File: config.mk
export PLATFORM = sky130hd
export DESIGN_NAME = hazard_controller
export DESIGN_NICKNAME = d
export VERILOG_FILES = /design/src/rtl/hazard_controller_pkg.sv /design/src/rtl/hazard_controller_sat_counter.sv /design/src/rtl/hazard_controller.sv
export SDC_FILE = /design/constraint.sdc
export NUM_CORES = 1
export LEC_CHECK = 0
export ABC_CLOCK_PERIOD_IN_PS = 2100
export CORE_AREA = 2 2 62 64
export DETAILED_ROUTE_END_ITERATION = 8
export DIE_AREA = 0 0 64 66
export GPL_ROUTABILITY_DRIVEN = 0
export PLACE_DENSITY = 0.83
export SYNTH_ARGS = -nofsm -noshare
export SYNTH_HDL_FRONTEND = slang
export SYNTH_HIERARCHICAL = 1
export SYNTH_SLANG_ARGS = --single-unit
File: constraint.sdc
create_clock -name clk -period 2.1 [get_ports clk]
set_input_delay 0.42 -clock clk [delete_from_list [all_inputs] [get_ports clk]]
set_output_delay 0.42 -clock clk [all_outputs]
set_load 0.1 [all_outputs]
File: src/rtl/hazard_controller_pkg.sv
// Shared types and helpers for the pipeline hazard controller.
package hazard_controller_pkg;

  localparam int unsigned REG_W = 5;

  typedef enum logic [0:0] {
    HC_RUN      = 1'b0,
    HC_MEM_WAIT = 1'b1
  } hcState_t;

  // Load in EX whose non-x0 destination feeds either source of the instruction in ID.
  function automatic logic isLoadUse(input logic memRead, input logic [REG_W-1:0] rd,
                                     input logic [REG_W-1:0] rs1, input logic [REG_W-1:0] rs2);
    return memRead && (rd != '0) && ((rd == rs1) || (rd == rs2));
  endfunction

endpackage

File: src/rtl/hazard_controller_sat_counter.sv
// Up-counter that sticks at its all-ones value; asynchronous active-high clear.
module sat_counter #(
  parameter int unsigned CNT_W = 16
) (
  input  logic             clk,
  input  logic             rst,
  input  logic             en,
  output logic [CNT_W-1:0] count
);

  always_ff @(posedge clk or posedge rst) begin
    if (rst) begin
      count <= '0;
    end else if (en && (count != '1)) begin
      count <= count + CNT_W'(1);
    end
  end

endmodule

File: src/rtl/hazard_controller.sv
// Freezes, bubbles and flushes the 5-stage pipeline for load-use, taken
// branches in MEM and multi-cycle data-memory accesses with a timeout.
module hazard_controller
  import hazard_controller_pkg::*;
#(
  parameter int unsigned TIMEOUT = 16,
  parameter int unsigned CNT_W   = 16
) (
  input  logic             clk,
  input  logic             rst,
  input  logic [4:0]       IF_ID_RegisterRs1,
  input  logic [4:0]       IF_ID_RegisterRs2,
  input  logic [4:0]       ID_EX_RegisterRd,
  input  logic             ID_EX_MemRead,
  input  logic             EX_MEM_MemAccess,
  input  logic             EX_MEM_BranchTaken,
  input  logic             dmem_ack,
  output logic             pc_write,
  output logic             if_id_write,
  output logic             id_ex_write,
  output logic             ex_mem_write,
  output logic             mem_wb_write,
  output logic             if_id_flush,
  output logic             id_ex_flush,
  output logic             ex_mem_flush,
  output logic             dmem_req,
  output logic             mem_error,
  output logic [CNT_W-1:0] stall_cycles
);

  localparam int unsigned WCNT_W = $clog2(TIMEOUT + 1);

  hcState_t          state, nextState;
  logic [WCNT_W-1:0] wcnt, nextWcnt;
  logic              advance;
  logic              allWrite;

  // State and wait-counter register.
  always_ff @(posedge clk or posedge rst) begin
    if (rst) begin
      state <= HC_RUN;
      wcnt  <= '0;
    end else begin
      state <= nextState;
      wcnt  <= nextWcnt;
    end
  end

  // Mealy next-state and sequencing outputs; reset forces the idle defaults.
  always_comb begin
    nextState    = state;
    nextWcnt     = wcnt;
    advance      = 1'b1;
    allWrite     = 1'b1;
    pc_write     = 1'b1;
    if_id_write  = 1'b1;
    if_id_flush  = 1'b0;
    id_ex_flush  = 1'b0;
    ex_mem_flush = 1'b0;
    dmem_req     = 1'b0;
    mem_error    = 1'b0;

    if (rst) begin
      advance = 1'b0;
    end else begin
      unique case (state)
        HC_RUN: begin
          if (EX_MEM_MemAccess) begin
            dmem_req = 1'b1;
            if (!dmem_ack) begin
              advance   = 1'b0;
              allWrite  = 1'b0;
              nextState = HC_MEM_WAIT;
              nextWcnt  = WCNT_W'(1);
            end
          end
        end
        HC_MEM_WAIT: begin
          dmem_req = 1'b1;
          // wcnt holds the number of request cycles already spent waiting.
          if (dmem_ack) begin
            nextState = HC_RUN;
            nextWcnt  = '0;
          end else if (wcnt == WCNT_W'(TIMEOUT - 1)) begin
            mem_error = 1'b1;
            nextState = HC_RUN;
            nextWcnt  = '0;
          end else begin
            advance  = 1'b0;
            allWrite = 1'b0;
            nextWcnt = wcnt + WCNT_W'(1);
          end
        end
        default: begin
          nextState = HC_RUN;
          nextWcnt  = '0;
        end
      endcase
    end

    pc_write    = allWrite;
    if_id_write = allWrite;

    if (advance) begin
      if (EX_MEM_BranchTaken) begin
        if_id_flush  = 1'b1;
        id_ex_flush  = 1'b1;
        ex_mem_flush = 1'b1;
      end else if (isLoadUse(ID_EX_MemRead, ID_EX_RegisterRd,
                             IF_ID_RegisterRs1, IF_ID_RegisterRs2)) begin
        pc_write    = 1'b0;
        if_id_write = 1'b0;
        id_ex_flush = 1'b1;
      end
    end
  end

  assign id_ex_write  = allWrite;
  assign ex_mem_write = allWrite;
  assign mem_wb_write = allWrite;

  sat_counter #(.CNT_W(CNT_W)) uStallCnt (
    .clk   (clk),
    .rst   (rst),
    .en    (!pc_write),
    .count (stall_cycles)
  );

endmodule

==> impl_metrics.csv, run 1 <==
group,metric,value,unit
status,status,"finished, violations left",
status,violations,"setup timing",
yosys,yosysMostFrequentCell,"dfrtp_1",
min_path,min_path_type,"primary input to asynchronous set/reset pin",
setup_path,rr_endpoint,"uStallCnt/count[9]",
yosys,async_reset_ff_share,100.0,%
timing,hold_viol,0,
yosys,synth_fp_nets,156,
drt,drt_wl_total,4124,um
drt,viasPerCell,5.270,
global_route,antenna_found_initial,0,
cells_and_area,diodes,0,
drt,drtIter0Drc,37,
placement,io_buffers,46,
floorplan,die_h,66,um
setup_path,slowest_delay,0.42,ns
placement,hpwl,3151,um
cts,clock_latency,0.30,ns
cts,hold_buffers,0,
cells_and_area,nNetsFinal,235,
cells_and_area,area_delta_synth_final,78.16,%
timing,worst_pin_slew,0.2898,ns
timing,drv_slew,0,
drt,ant_nets,0,
setup_path,r2r.worst_path.cells,13,
drt,wl_per_cell,15.92,um
setup_path,end_kind,"output pin",
power,p_per_area,727.0,mW/mm2
global_route,grt_pass1_wl,6561,um
timing,fin_tns_setup,-1.981,ns
yosys,synth-simple-area-share,25.93,%
setup_path,startpoint_type,"flop",
cts,cts_buffer_depth,2,
setup_path,r2r_start,"wcnt[0]",
timing,rsz0062_at_grt,"yes",
yosys,synthXorXnorAreaFrac,13.66,%
yosys,yosys_warnings,6,
global_route,grt_max_degree,17,
yosys,syn_avg_cell_area,10.12,um2
setup_path,crit_path_max_fanout,3,
timing,setup_viol,16,
cells_and_area,drive_gt1_share,49.76,%
yosys,synth_compound_area_share,11.15,%
floorplan,dieArea,0.004224,mm2
yosys,ys.flop_type,"dfrtp_1",
power,p_leak,1.124,nW
timing,relSlewSlack,80.54,%
yosys,yosysSeqAreaShare,40.89,%
timing,max_freq,424.3,MHz
yosys,synth_area,0.001346,mm2
setup_path,required,1.68,ns
setup_path,endpoint,"id_ex_flush",
floorplan,coreArea,0.003551,mm2
floorplan,start_util,37.91,%
cts,cts_tree,"done",
floorplan,die_x,64,um
timing,final.setup_skew,0.01076,ns
floorplan,ios,47,
placement,post-place-cells,244,
yosys,synth_top_family_by_area,"simple AND/OR/NAND/NOR gates",
global_route,grt_pass1_vias,1405,
yosys,synth_top_area_share,40.89,%
yosys,ys_top_cells_by_count,"22 x dfrtp_1, 11 x nand2_1, 11 x xnor2_1",
yosys,synth-edff-count,0,
power,vdd.ir_drop.worst,0.5600,mV
yosys,synthDistinctLibCells,41,
setup_path,setup.worst_path.start,"wcnt[0]",
setup_path,crit_path_cell_trace,"ha_4 > nand4b_4 > o211a_4 > or3_4 > o2bb2ai_4 > buf_12",
cts,cts_sinks,22,
setup_path,cpMaxStageDelayCell,"dfrtp_1",
yosys,synth.top_cells.by_area,"dfrtp_1 41%, xnor2_1 7.2%, xor2_1 6.5%",
drt,vias,1365,
global_route,gr-total-overflow,0,
yosys,yosys_register_bits,22,
global_route,grt_use_total,20.20,%
timing,setup_slack,-0.2571,ns
run,max-cap-violations,0,
setup_path,path_class,"flop to output pin",
setup_path,cp.arrival,1.94,ns
setup_path,ff2ff_setup_slack,-0.07,ns
yosys,synth_area_leader_cell,"dfrtp_1",
yosys,synthMuxAreaShare,3.160,%
yosys,synth_cells,133,
cts,htree_levels,1,
cells_and_area,utilization,67.55,%
floorplan,fp-row-count,22,
yosys,synthAdderAreaFrac,1.859,%
drt,drc_errors,0,
cells_and_area,final_cells,259,
cts,cts.reportedPaths.clkPinSlew,0.11,ns
cts,cts_made_buffers,3,
timing,finalCriticalPeriod,2.357,ns
cts,root_buffer,"clkbuf_4",
timing,fin_crit_sh,112.2,%
drt,drtPass1Iterations,4,
layout by cell type (no fill, tap or decap), types with 3 or more instances in the layout:
master	instances
nor2_4	3
clkdlybuf4s50_1	3
clkdlybuf4s15_1	5
buf_4	43
dfrtp_2	5
clkbuf_4	3
xnor2_1	10
o21ai_1	4
nand3_1	4
buf_12	11
nand3_2	3
inv_2	3
dfrtp_1	17
nand2_1	10
a21oi_1	3
dlygate4sd2_1	10
and3_1	3
xor2_1	10
nor2_1	4
nand4_1	5
buf_6	4
layout make-up:
class / count / area, um2
fill: 260 / 1152
tap: 48 / 60.06
timing repair buffer: 78 / 778.2
clock buffer: 4 / 26.28
sequential: 22 / 556.8
multi-input combinational: 103 / 962.2
inverter: 4 / 15.01
power breakdown:
part | internal [mW] | switching (mW) | total (mW)
clock | 0.0740 | 0.121 | 0.195
sequential | 0.488 | 0.110 | 0.599
combinational | 0.303 | 0.647 | 0.950
metrics by stage:
stage               setup slack (ns)  area, um2  hold WS [ns]  total power, mW
floorplan                    -0.2170       1505        0.2154            1.204
global placement             -0.5670       2210        0.4785            1.456
detailed placement           -0.6950       2210        0.4777            1.482
CTS                          -0.2987       2326        0.4885            1.707
global route                 -0.3285       2399        0.4876            1.828
finish                       -0.2571       2399        0.4838            1.744
worst max-delay path: cells and delay by family, from the launching register on:
family / cells / cell delay, ns
flip-flops: 1 / 0.42
adder cells (fa/ha/maj): 1 / 0.17
AO/OA/AOI/OAI: 2 / 0.42
AND/OR/NAND/NOR: 2 / 0.44
buffers and inverters: 1 / 0.19
sequential cells by signal, summed over array words and instances (netlist names):
register	count
wcnt	5
state	1
uStallCnt/count	16
how the worst min path moves through the flow:
stage          startpoint      end  slack [ns]  cells past startpoint
2_1_floorplan         rst    state        0.22                      1
4_1_cts               rst  wcnt[4]        0.49                      4
6_report              rst  wcnt[0]        0.48                      4
3_5_place_dp      wcnt[4]  wcnt[4]        0.48                      1
3_3_place_gp      wcnt[4]  wcnt[4]        0.48                      1
5_1_grt               rst  wcnt[2]        0.49                      4
what timing repair did:
| action | in CTS | in global routing |
|---|---|---|
| setup buffers | 9 | 2 |
| gates resized for setup | 33 | 11 |
| pin swaps | 19 | 8 |
| setup endpoints to repair | 23 | 19 |
kinds of logic (layout without fill, tap and decap cells):
| kind of cell | Yosys count | after routing |
|---|---|---|
| DFF | 22 | 22 |
| buffers and inverters | 8 | 86 |
| muxes | 4 | 4 |
| xor gates and xnor gates | 21 | 21 |
| and+or+nand+nor | 56 | 56 |
| AOI/OAI and AO/OA | 20 | 20 |
| adders and majority gates | 2 | 2 |
per-layer routing:
layer / wire length, um / vias to the layer above / global-route usage, %
li1: - / 641 / -
met1: 1505 / 694 / 20.04
met2: 2474 / 26 / 41.93
met3: 97 / 4 / 4.259
met4: 46 / 0 / 4.620
met5: 0 / - / 0
Note: power is estimated with default switching activity, not from simulation.
==> run 2: changes to the inputs <==
- CORE_AREA: 2 2 62 64 -> 2 2 61 63
- DIE_AREA: 0 0 64 66 -> 0 0 63 65
- PLACE_DENSITY: 0.83 -> 0.86
- SYNTH_HIERARCHICAL: 1 -> default
==> run 2 against run 1 <==
  * The flow still finishes with violations (setup timing)
  * Core utilization increased by 5.2 points
  * Power up 2.7%
  * Wire length rose by 4.3%
  * Global-route usage is 1.0 points higher
  * Synthesized cell count rose by 6.8%
  * Count of clock-buffer cells in the layout decreased by 1
  * Maximum frequency decreased by 6.5%
  * Hold slack better by 0.018 ns
  * Die area is 3.1% lower
  * Critical path depth increased by 1
  * Sequential power shrank 3.7%
  * Cell count is 2.3% higher
==> impl_metrics.csv, run 2 <==
group,metric,value,unit
global_route,antenna_found_initial,0,
global_route,grt_pass1_wl,6775,um
global_route,grt_use_total,21.21,%
timing,setup_viol,25,
cells_and_area,layout_commonest_cell,"buf_4",
drt,wl_per_cell,16.23,um
cts,cts_sinks,22,
power,p_leak,1.210,nW
timing,worst_pin_slew,0.5490,ns
timing,hold_viol,0,
timing,fin_crit_sh,120.0,%
yosys,synth_area_leader_cell,"dfrtp_1",
cts,cts_made_buffers,3,
yosys,syn_avg_cell_area,9.613,um2
yosys,synth_fp_nets,165,
yosys,ys.flop_type,"dfrtp_1",
yosys,async_reset_ff_share,100.0,%
cts,clock_latency,0.32,ns
cts,cts_tree,"done",
run,max-cap-violations,0,
status,status,"finished, violations left",
cells_and_area,largest-register,"uStallCnt.count",
global_route,grt_pass1_vias,1387,
yosys,synth_area,0.001365,mm2
yosys,synth_cells,142,
cts,cts_buffer_depth,2,
drt,ant_nets,0,
timing,setup_slack,-0.4205,ns
drt,drt_wl_total,4301,um
setup_path,path_class,"flop to output pin",
yosys,yosysMostFrequentCell,"dfrtp_1",
yosys,ys_top_cells_by_count,"22 x dfrtp_1, 17 x nand2_1, 12 x xor2_1",
floorplan,start_util,39.05,%
cells_and_area,diodes,0,
timing,max_freq,396.7,MHz
floorplan,die_x,63,um
setup_path,startpoint_type,"flop",
cells_and_area,regArea,595.6,um2
setup_path,cp.arrival,2.10,ns
cells_and_area,area_delta_synth_final,86.25,%
global_route,gr-total-overflow,0,
yosys,yosys_warnings,0,
floorplan,die_h,65,um
timing,rsz0062_at_grt,"yes",
cells_and_area,fillerInstances,261,
timing,final.setup_skew,0.008708,ns
cts,htree_levels,1,
status,violations,"setup timing",
cells_and_area,drive_gt1_share,56.68,%
drt,vias,1391,
floorplan,fp-row-count,22,
cells_and_area,largest_registers,"uStallCnt.count: 16 flops, wcnt: 5 flops, state: 1 flops",
placement,io_buffers,46,
cts,root_buffer,"clkbuf_4",
yosys,synth_top_area_share,40.33,%
floorplan,coreArea,0.003496,mm2
timing,finalCriticalPeriod,2.521,ns
min_path,min_path_type,"flop to flop",
power,p_per_area,704.4,mW/mm2
timing,relSlewSlack,63.01,%
cells_and_area,utilization,72.73,%
yosys,yosys_register_bits,22,
drt,viasPerCell,5.249,
yosys,synth-edff-count,0,
power,vdd.ir_drop.worst,1.239,mV
yosys,synthDistinctLibCells,37,
floorplan,dieArea,0.004095,mm2
timing,drv_slew,0,
global_route,grt_max_degree,22,
setup_path,crit_path_max_fanout,2,
drt,drtIter0Drc,61,
cts,cts.reportedPaths.clkPinSlew,0.13,ns
setup_path,required,1.68,ns
drt,drtPass1Iterations,4,
placement,hpwl,2910,um
cells_and_area,largest_reg_flops,16,
cells_and_area,multi_input_area,997.2,um2
setup_path,end_kind,"output pin",
floorplan,ios,47,
cells_and_area,nNetsFinal,241,
yosys,yosysSeqAreaShare,40.33,%
timing,hold_slack,0.5017,ns
drt,drc_errors,0,
yosys,synth.top_cells.by_area,"dfrtp_1 40%, xor2_1 7.7%, xnor2_1 7.1%",
cells_and_area,final_cell_mix,"40 x buf_4, 16 x nand2_1, 12 x xor2_1, 12 x clkdlybuf4s50_1, 11 x buf_12",
==> run 2: timing repair <==
item | 4_1_cts | 5_1_grt
cloned | 1 | 0
setup endpoints to repair | 23 | 25
hold buffers | 0 | 0
buffers inserted | 7 | 7
hold endpoints to repair | 0 | 0
gates resized for setup | 31 | 16
pin swaps | 21 | 17
==> run 2: final cells by class <==
| cell class | instances | area share, % |
|---|---|---|
| clock inverters | 1 | 1.181 |
| clock buffers | 3 | 0.8858 |
| flip-flops and latches | 22 | 23.43 |
| multi-input cells | 107 | 39.22 |
| inverters | 5 | 0.8858 |
| repair buffers | 79 | 32.04 |
| well taps | 48 | 2.362 |
==> run 2: through the flow <==
| stage | std cells | setup TNS (ns) | setup slack (ns) | total power [mW] | cell area, um2 |
|---|---|---|---|---|---|
| 2_1_floorplan | 142 | -4.444 | -0.8058 | 1.123 | 1544 |
| 3_3_place_gp | 249 | -6.183 | -0.3627 | 1.366 | 2228 |
| 3_5_place_dp | 249 | -8.578 | -0.4682 | 1.391 | 2228 |
| 4_1_cts | 260 | -6.177 | -0.4637 | 1.754 | 2444 |
| 5_1_grt | 265 | -9.212 | -0.5128 | 1.854 | 2542 |
| 6_report | 265 | -6.905 | -0.4205 | 1.791 | 2542 |
==> run 2: logic make-up (layout without fill, tap and decap cells) <==
kind of cell             after synthesis  count (layout)  synth area share [%]
AND/OR/NAND/NOR                       60              60                 23.56
XOR/XNOR                              23              23                 14.76
flip-flops                            22              22                 40.33
AO/OA/AOI/OAI                         19              19                 11.73
buffers and inverters                 13              88                 5.316
multiplexers                           3               3                 2.475
adder cells (fa/ha/maj)                2               2                 1.833
==> run 2: power breakdown <==
group	internal (mW)	switching [mW]	leakage (nW)	total [mW]
registers	0.499	0.0781	0.268	0.577
logic	0.320	0.563	0.913	0.883
clock network	0.193	0.138	0.0279	0.331
total	1.01	0.778	1.21	1.79
==> run 2: final timing paths <==
check	to	slack, ns	cells past startpoint	from
max	pc_write	-0.42	7	wcnt[1]
min	wcnt[4]	0.50	1	wcnt[4]
max reg2reg	uStallCnt.count[12]	-0.32	11	wcnt[1]
min reg2reg	wcnt[4]	0.50	1	wcnt[4]
max in group asynchronous	uStallCnt.count[1]	1.07	4	rst
min in group asynchronous	state	0.55	3	rst
==> run 2: routing by layer <==
layer | track usage, % | wire length (um) | vias to the layer above
li1 | - | - | 644
met1 | 24.89 | 1680 | 692
met2 | 40.56 | 2394 | 44
met3 | 1.910 | 140 | 11
met4 | 6.667 | 85 | 0
met5 | 0 | 0 | -
==> run 2: worst max-delay path, cell delays in order, from the launching register on <==
cell and delay (ns):
dfrtp_1 0.41, ha_2 0.20, and4b_4 0.20, a2111oi_4 0.40, clkinvlp_4 0.22, nand2b_4 0.13, nand2_8 0.06, buf_12 0.16
